`config.mk`:
```
export PLATFORM = sky130hd
export DESIGN_NAME = frame_pattern_gen
export DESIGN_NICKNAME = d
export VERILOG_FILES = /design/src/rtl/frame_pattern_pkg.sv /design/src/rtl/prbs_word_gen.sv /design/src/rtl/frame_pattern_gen.sv
export SDC_FILE = /design/constraint.sdc
export NUM_CORES = 1
export LEC_CHECK = 0
export ABC_AREA = 1
export CAP_MARGIN = 10
export CORE_MARGIN = 1.5
export CORE_UTILIZATION = 40
export CTS_CLUSTER_SIZE = 28
export DETAILED_ROUTE_END_ITERATION = 12
export GPL_TIMING_DRIVEN = 0
export HOLD_SLACK_MARGIN = 0.15
export SETUP_SLACK_MARGIN = 0.4
export SLEW_MARGIN = 15
export SYNTH_ARGS = -nofsm -noshare
export SYNTH_HDL_FRONTEND = slang
export SYNTH_SLANG_ARGS = --single-unit
export TNS_END_PERCENT = 50
```
`constraint.sdc`:
```
create_clock -name clk -period 5.7 [get_ports clk]
set_input_delay 0.57 -clock clk [delete_from_list [all_inputs] [get_ports clk]]
set_output_delay 0.57 -clock clk [all_outputs]
set_load 0.02 [all_outputs]
```
`src/rtl/frame_pattern_pkg.sv`:
```
// Shared definitions for the frame pattern generator and its receive-side checker:
// state encoding, payload mode constants and the default comma words.
package frame_pattern_pkg;

   typedef enum logic [2:0] {
      ST_IDLE    = 3'd0,
      ST_HEAD    = 3'd1,
      ST_SEQ     = 3'd2,
      ST_PAYLOAD = 3'd3,
      ST_TAIL    = 3'd4
   } state_t;

   localparam logic MODE_PRBS  = 1'b0;
   localparam logic MODE_COUNT = 1'b1;

   localparam logic [9:0] DEFAULT_HEAD_WORD = 10'b1100110011;
   localparam logic [9:0] DEFAULT_TAIL_WORD = 10'b1100110011;

endpackage

```
`src/rtl/prbs_word_gen.sv`:
```
// Parallel Fibonacci LFSR: presents the next DATA_W feedback bits (first bit in the MSB)
// and the word after that, so the caller can register either one.
module prbs_word_gen #(
   parameter int DATA_W      = 10,
   parameter int POLY_LENGTH = 9,
   parameter int POLY_TAP    = 5
) (
   input  logic              clk,
   input  logic              rst_n,
   input  logic              load,
   input  logic              en,
   output logic [DATA_W-1:0] word,
   output logic [DATA_W-1:0] word_next
);

   logic [POLY_LENGTH-1:0] lfsr_q;
   logic [POLY_LENGTH-1:0] lfsr_adv;
   logic [POLY_LENGTH-1:0] s;
   logic                   fb;

   // Unroll 2*DATA_W serial shifts: the first DATA_W form the current word and the
   // state the LFSR moves to on en, the next DATA_W form the word after that.
   always_comb begin
      s         = lfsr_q;
      fb        = 1'b0;
      word      = '0;
      word_next = '0;
      lfsr_adv  = '0;
      for (int i = 0; i < DATA_W; i++) begin
         fb                = s[POLY_LENGTH-1] ^ s[POLY_TAP-1];
         word[DATA_W-1-i]  = fb;
         s                 = {s[POLY_LENGTH-2:0], fb};
      end
      lfsr_adv = s;
      for (int i = 0; i < DATA_W; i++) begin
         fb                    = s[POLY_LENGTH-1] ^ s[POLY_TAP-1];
         word_next[DATA_W-1-i] = fb;
         s                     = {s[POLY_LENGTH-2:0], fb};
      end
   end

   always_ff @(posedge clk) begin
      if (!rst_n || load) begin
         lfsr_q <= '1;
      end else if (en) begin
         lfsr_q <= lfsr_adv;
      end
   end

endmodule

```
`src/rtl/frame_pattern_gen.sv`:
```
// Framed test-pattern source: HEAD comma, sequence word, PRBS or count payload, TAIL comma,
// streamed over valid/ready with all outputs registered.
module frame_pattern_gen
   import frame_pattern_pkg::*;
#(
   parameter int                DATA_W      = 10,
   parameter int                LEN_W       = 11,
   parameter int                CNT_W       = 16,
   parameter int                POLY_LENGTH = 9,
   parameter int                POLY_TAP    = 5,
   parameter logic [DATA_W-1:0] HEAD_WORD   = DATA_W'(DEFAULT_HEAD_WORD),
   parameter logic [DATA_W-1:0] TAIL_WORD   = DATA_W'(DEFAULT_TAIL_WORD)
) (
   input  logic              clk,
   input  logic              rst_n,
   input  logic              send_enable,
   input  logic [LEN_W-1:0]  payload_len,
   input  logic              mode,
   input  logic              invert,
   input  logic              data_ready,
   output logic [DATA_W-1:0] data_out,
   output logic              data_valid,
   output logic              sof,
   output logic              eof,
   output logic [CNT_W-1:0]  frame_cnt,
   output logic              busy
);

   state_t            state_q, state_d;
   logic              xfer;
   logic              frame_start;
   logic              last_word;
   logic [LEN_W-1:0]  len_q;
   logic [LEN_W-1:0]  idx_q;
   logic [LEN_W-1:0]  idx_next;
   logic              mode_q;
   logic              invert_q;
   logic [DATA_W-1:0] seq_word;
   logic [DATA_W-1:0] idx_word;
   logic [DATA_W-1:0] prbs_word;
   logic [DATA_W-1:0] prbs_word_next;
   logic [DATA_W-1:0] pay_first;
   logic [DATA_W-1:0] pay_next;
   logic [DATA_W-1:0] data_d;
   logic              sof_d;
   logic              eof_d;

   assign xfer        = data_valid && data_ready;
   assign frame_start = send_enable && ((state_q == ST_IDLE) || (state_q == ST_TAIL && xfer));
   assign last_word   = (idx_q == len_q - LEN_W'(1));
   assign idx_next    = idx_q + LEN_W'(1);

   // The sequence word carries the frame counter and the count payload carries the
   // payload index, each truncated or zero-extended to the word width.
   generate
      if (CNT_W >= DATA_W) begin : g_seq_trunc
         assign seq_word = frame_cnt[DATA_W-1:0];
      end else begin : g_seq_ext
         assign seq_word = {{(DATA_W-CNT_W){1'b0}}, frame_cnt};
      end
      if (LEN_W >= DATA_W) begin : g_idx_trunc
         assign idx_word = idx_next[DATA_W-1:0];
      end else begin : g_idx_ext
         assign idx_word = {{(DATA_W-LEN_W){1'b0}}, idx_next};
      end
   endgenerate

   prbs_word_gen #(
      .DATA_W      (DATA_W),
      .POLY_LENGTH (POLY_LENGTH),
      .POLY_TAP    (POLY_TAP)
   ) u_prbs (
      .clk       (clk),
      .rst_n     (rst_n),
      .load      (state_q == ST_HEAD),
      .en        ((state_q == ST_PAYLOAD) && xfer),
      .word      (prbs_word),
      .word_next (prbs_word_next)
   );

   always_ff @(posedge clk) begin
      if (!rst_n) begin
         len_q    <= LEN_W'(1);
         mode_q   <= MODE_PRBS;
         invert_q <= 1'b0;
      end else if (frame_start) begin
         len_q    <= (payload_len == '0) ? LEN_W'(1) : payload_len;
         mode_q   <= mode;
         invert_q <= invert;
      end
   end

   always_ff @(posedge clk) begin
      if (!rst_n) begin
         idx_q     <= '0;
         frame_cnt <= '0;
      end else begin
         if (state_q == ST_HEAD) begin
            idx_q <= '0;
         end else if (state_q == ST_PAYLOAD && xfer && !last_word) begin
            idx_q <= idx_next;
         end
         if (state_q == ST_TAIL && xfer) begin
            frame_cnt <= frame_cnt + CNT_W'(1);
         end
      end
   end

   // Payload word 0 is loaded on the SEQ transfer; later words on each payload transfer.
   always_comb begin
      pay_first = '0;
      pay_next  = '0;
      case (mode_q)
         MODE_PRBS: begin
            pay_first = prbs_word;
            pay_next  = prbs_word_next;
         end
         MODE_COUNT: begin
            pay_first = '0;
            pay_next  = idx_word;
         end
      endcase
      pay_first = pay_first ^ {DATA_W{invert_q}};
      pay_next  = pay_next ^ {DATA_W{invert_q}};
   end

   always_ff @(posedge clk) begin
      if (!rst_n) begin
         state_q <= ST_IDLE;
      end else begin
         state_q <= state_d;
      end
   end

   always_comb begin
      state_d = state_q;
      case (state_q)
         ST_IDLE:    if (send_enable)       state_d = ST_HEAD;
         ST_HEAD:    if (xfer)              state_d = ST_SEQ;
         ST_SEQ:     if (xfer)              state_d = ST_PAYLOAD;
         ST_PAYLOAD: if (xfer && last_word) state_d = ST_TAIL;
         ST_TAIL:    if (xfer)              state_d = send_enable ? ST_HEAD : ST_IDLE;
         default:                           state_d = ST_IDLE;
      endcase
   end

   // Computes the word the output registers take on this edge; without a transfer
   // everything holds so a stalled word stays stable.
   always_comb begin
      data_d = data_out;
      sof_d  = sof;
      eof_d  = eof;
      case (state_q)
         ST_IDLE: begin
            data_d = send_enable ? HEAD_WORD : '0;
            sof_d  = send_enable;
            eof_d  = 1'b0;
         end
         ST_HEAD: if (xfer) begin
            data_d = seq_word;
            sof_d  = 1'b0;
         end
         ST_SEQ: if (xfer) begin
            data_d = pay_first;
         end
         ST_PAYLOAD: if (xfer) begin
            data_d = last_word ? TAIL_WORD : pay_next;
            eof_d  = last_word;
         end
         ST_TAIL: if (xfer) begin
            data_d = send_enable ? HEAD_WORD : '0;
            sof_d  = send_enable;
            eof_d  = 1'b0;
         end
         default: begin
            data_d = '0;
            sof_d  = 1'b0;
            eof_d  = 1'b0;
         end
      endcase
   end

   always_ff @(posedge clk) begin
      if (!rst_n) begin
         data_out   <= '0;
         data_valid <= 1'b0;
         sof        <= 1'b0;
         eof        <= 1'b0;
         busy       <= 1'b0;
      end else begin
         data_out   <= data_d;
         data_valid <= (state_d != ST_IDLE);
         sof        <= sof_d;
         eof        <= eof_d;
         busy       <= (state_d != ST_IDLE);
      end
   end

endmodule

```
Word level (Yosys, flattened, before mapping). Index checks and enable logic that the tools add are counted.

Register bits: 65. Bits of input ports: 17. Output and inout port bits: 30. Word-level logic and storage cells: 90.

Add/sub/neg operators: 3. Equality and inequality tests: 9. Muxes and demuxes: 22. Bitwise logic cells: 26. Reductions and logical operators: 19.

Operators with widths (number): 2-to-1 mux 10 bit (6); case mux 10 bit (5 select lines) (1); case mux 10 bit (2 select lines) (2); XOR 1 bit (20); XOR 10 bit (2); adder 16 x 1 -> 16 bit, second input constant (1); 2-to-1 mux 3 bit (5); case mux 3 bit (5 select lines) (1); adder 11 x 1 -> 11 bit, second input constant (1); equality test 11 bit (1); zero test 11 bit (1); 2-to-1 mux 11 bit (1); subtractor 11 x 1 -> 11 bit, second input constant (1); != test 2 bit, second input constant (4); equality test 3 x 2 -> 1 bit, second input constant (2); logical AND 1 bit (6); AND reduction 3 bit (2); OR reduction 2 bit (3); 2-to-1 mux 1 bit (4); NOT 1 bit (4); case mux 1 bit (4 select lines) (1); AND reduction 4 bit (1); equality test 3 x 1 -> 1 bit, second input constant (1); equality test 3 bit, second input constant (1); 5 further kinds (7).

Depth between registers and ports, before layout.
Depth after elaboration: 9. Gate-level depth with buffers: 16. Mapped depth without buffers: 16.

By module. From an unflattened synthesis, not the netlist that was laid out.

Cells, all modules: 693. Area, all modules: 4367.9 µm².

By module, submodules not included: frame_pattern_gen (times used 1, cells an instance 560, area an instance 3614.7 µm², seq. area each 1121.1 µm²); prbs_word_gen (times used 1, cells an instance 133, area an instance 753.2 µm², seq. area each 180.2 µm²).

Worst setup path before layout. No wires, ideal clock.

Path type: input to register. Start: input data_ready. End: register frame_cnt[15]. Library setup time: 0.131 ns. Data arrival time: 1.792 ns. Required time: 5.569 ns. Slack: 3.777 ns. Stages on the path: 13. Buffers on the path: 0. Cell sequence: nand2_1 > inv_1 > nand2_2 > nor2_2 > nand3_2 > nor2_4 > nand2_2 > nor2_2 > nand2_1 > nor2_2 > nand2_1 > nor2_1 > nor3b_2.

Word-level cells in the longest chain between the ends: 2.

Ends and longest elaborated chain: start: declaration (line frame_pattern_gen.sv:20) `input logic data_ready,`; logical AND 1 bit (line frame_pattern_gen.sv:48) `assign xfer = data_valid && data_ready;`; logical AND 1 bit (line frame_pattern_gen.sv:103) `if (state_q == ST_TAIL && xfer) begin`; end signal: assignment (line frame_pattern_gen.sv:104) `frame_cnt <= frame_cnt + CNT_W'(1);`; end: declaration (line frame_pattern_gen.sv:25) `output logic [CNT_W-1:0] frame_cnt,`.

Every way passes these cells. A chain may end at the register's enable or synchronous reset.

Final worst setup path.
Start: input rst_n. End: register u_prbs.lfsr_q[5].

Word-level cells in the longest chain between the ends: 2.

Ends and longest elaborated chain: start: declaration (line frame_pattern_gen.sv:15) `input logic rst_n,`; zero test 1 bit (line prbs_word_gen.sv:43) `if (!rst_n || load) begin`; logical OR 1 bit (line prbs_word_gen.sv:43); end signal: assignment (line prbs_word_gen.sv:46) `lfsr_q <= lfsr_adv;`; end: declaration (line prbs_word_gen.sv:16) `logic [POLY_LENGTH-1:0] lfsr_q;`.

Every way passes these cells.

==> impl_metrics.ini <==
[status]
status = finished, final reports clean

[cts]
cts_sinks = 65
clockBufferDepth = 2
cts-buffers-inserted = 9
clk_latency_ps = 350
htreeDepth = 3
cts_tree = done
cts.repair.resized = 0
clkSlewWorstSetupHoldPaths_ps = 80
root_buffer = clkbuf_8
post_cts_buffers = 0
cts-hold-fix-buffers = 0

[power]
power_frac_comb_pct = 28.3
power_density_nw_per_um2 = 262
p_switching_mw = 0.459
sw_frac_of_total_pct = 34.5
worst_ir_drop_vdd_uv = 172
leakage_nw = 2.21
power.internal_mw = 0.871
clockPowerShare_pct = 33.7
seqPwrFrac_pct = 37.9

[floorplanning]
dieWidth_um = 106
row_count = 37
die_y_um = 106
io_pins = 47
core_area_um2 = 10300
start_util_pct = 41.1
dieArea_um2 = 11200

[setup_path]
cp.required_ps = 5920
cp_common_cell = inv_1
crit_path_start_kind = input port
arrival_ps = 2620
critPathBufInv = 4
crit_path_end_kind = flop
crit_type = in -> reg
crit_fanout = 10
max_stage_delay_ps = 560
cp_top_family = buffers and inverters
crit_path_cell_trace = clkdlybuf4s50_1 -> inv_1 -> nor2_1 -> inv_1 -> buf_1 -> a21oi_1 -> o21ai_0
cpMaxStageDelayCell = clkdlybuf4s50_1

[timing]
fin_crit_sh_pct = 42.0
max_freq_mhz = 418
relSlewSlack_pct = 60.2
skew_ps = 7.66
final.min_clock_period_ps = 2390
rsz0062_at_grt = no
drv_slew = 0
hold_viol = 0
final.setup.tns_ps = 0
setup_viol = 0
tightest_slew_ps = 596

[detailed_routing]
drcViolationCount = 0
vias = 4448
dr.pass1.iters = 4
drt-total-wl_um = 12400
viasPerCell = 5.05
drt_iter0_markers = 215
ant_nets = 0
wl_per_cell_um = 14.1

[cells_and_area]
stdcell_count = 881
drive_gt1_share_pct = 7.52
final_nets = 760
fillCellCount = 1146
num_antenna_cells = 0
syn_to_final_growth_pct = 20.2

[hold_path]
hp-class = reg -> reg

[synth]
yosysTopAreaCell = dfxtp_1
synthesis.area_um2 = 4220
synthMostInstantiatedCell = nand2_1
synth_top_cells_by_count = nand2_1, inv_1, nand3_1
ys_types = 41
synth-seq-cells = 65
ys_warn_count = 0
synth_edf_count = 0
synth_flop_cell = dfxtp_1
synth.area.top_cells = dfxtp_1, nand2_1, nand3_1
yosysSeqAreaShare_pct = 30.8
async_reset_ff_share_pct = 0
synthCells = 683
synth_nets = 703
synth.avg_cell_area_um2 = 6.18
synth_top_area_share_pct = 30.8

[placement]
numPortBuffers = 46
dp_cells = 865
dp_hpwl_um = 9590
gp_congestion = 0.865

[global_route]
grt_pass1_wl_um = 20400
grt_overflow = 0
grt_start_max_net_pins = 12
antenna_found_initial = 0
grt_use_total_pct = 23.2
grt_pass1_vias = 4157

[job]
max-cap-violations = 0
-- worst paths after layout --
| check | depth (start not counted) | from | slack (ps) | endpoint |
|---|---|---|---|---|
| max | 7 | rst_n | 3310 | u_prbs.lfsr_q[5]$_SDFFE_PP1P_ |
| min | 2 | data_out[4]$_SDFFE_PN0P_ | 470 | data_out[4]$_SDFFE_PN0P_ |
| max reg2reg | 16 | len_q[0]$_SDFFE_PN1P_ | 3490 | busy$_SDFF_PN0_ |
| min reg2reg | 2 | data_out[4]$_SDFFE_PN0P_ | 470 | data_out[4]$_SDFFE_PN0P_ |
-- placed cells by master (no fill, tap or decap), types with 10 or more instances in the layout --
master | synthesis | routed
inv_1 | 90 | 90
clkdlybuf4s50_1 | 0 | 46
nor2_1 | 53 | 53
nor3_1 | 10 | 10
clkbuf_8 | 0 | 10
o21ai_0 | 41 | 41
nand3_1 | 71 | 71
a21oi_1 | 45 | 45
nand2_1 | 192 | 192
clkbuf_1 | 13 | 14
dfxtp_1 | 65 | 65
-- final cells by class --
cell class                 instances  area, um2  share of cell area, %
clock buffer                      11        141                   2.79
inverter                          95        358                   7.05
multi-input combinational        499       2450                   48.4
timing repair buffer              46        460                   9.08
sequential                        65       1300                   25.7
tap                              136        170                   3.35
clock inverter                     5       78.8                   1.55
buffer                            24        109                   2.15
-- kinds of logic (layout without fill, tap and decap cells) --
logic type,Yosys count,after routing,share of synthesized area (%)
simple gates,365,365,38.5
fa+ha+maj,3,3,0.889
buf+inv,119,181,11.1
compound gates,119,119,15.9
xor+xnor,12,12,2.85
flops,65,65,30.8
-- worst reg2reg max path, cell delays in order, from the launching register on --
cell	delay [ps]
dfxtp_1	420
inv_2	100
ha_1	340
inv_1	60
nand2_1	40
nand2_1	60
nand2_1	50
nor2_1	100
nand2_1	70
nor2_2	140
nand3_4	140
nor2_4	190
nand2_1	80
nand2_2	80
nand2_1	60
a21oi_1	120
nand2_1	60
-- registers in the layout, summed over array words and instances, names as in the netlist, 3 cells and up --
| name | cells |
|---|---|
| data_out | 10 |
| frame_cnt | 16 |
| idx_q | 11 |
| len_q | 11 |
| state_q | 3 |
| u_prbs.lfsr_q | 9 |
-- stage by stage --
step           worst slack, ps  cell area (um2)  power (mW)  util [%]  hold slack (ps)
2_1_floorplan             3780             4220       0.781         -              447
3_3_place_gp              2960             4850       0.883      47.2              458
3_5_place_dp              2940             4850       0.889      47.2              458
4_1_cts                   3310             5070        1.34      49.4              470
5_1_grt                   3130             5070        1.41      49.4              493
6_report                  3310             5070        1.33      49.4              468
-- layer usage --
metal / track usage [%] / vias up / routed length, um / part of all wire [%]
li1: - / 2321 / - / -
met3: 3.77 / 17 / 487 / 3.9
met1: 31.5 / 2023 / 6160 / 50
met4: 9.75 / 0 / 249 / 2.0
met2: 36.4 / 87 / 5500 / 44
met5: 0 / - / 0 / 0
-- power groups by stage --
stage,Clock [mW],Sequential (mW),Combinational (mW)
2_1_floorplan,0,0.521,0.260
3_3_place_gp,0,0.514,0.369
3_5_place_dp,0,0.515,0.374
4_1_cts,0.458,0.505,0.376
5_1_grt,0.477,0.508,0.424
6_report,0.449,0.505,0.377
Power figures use the tool's default switching activity.
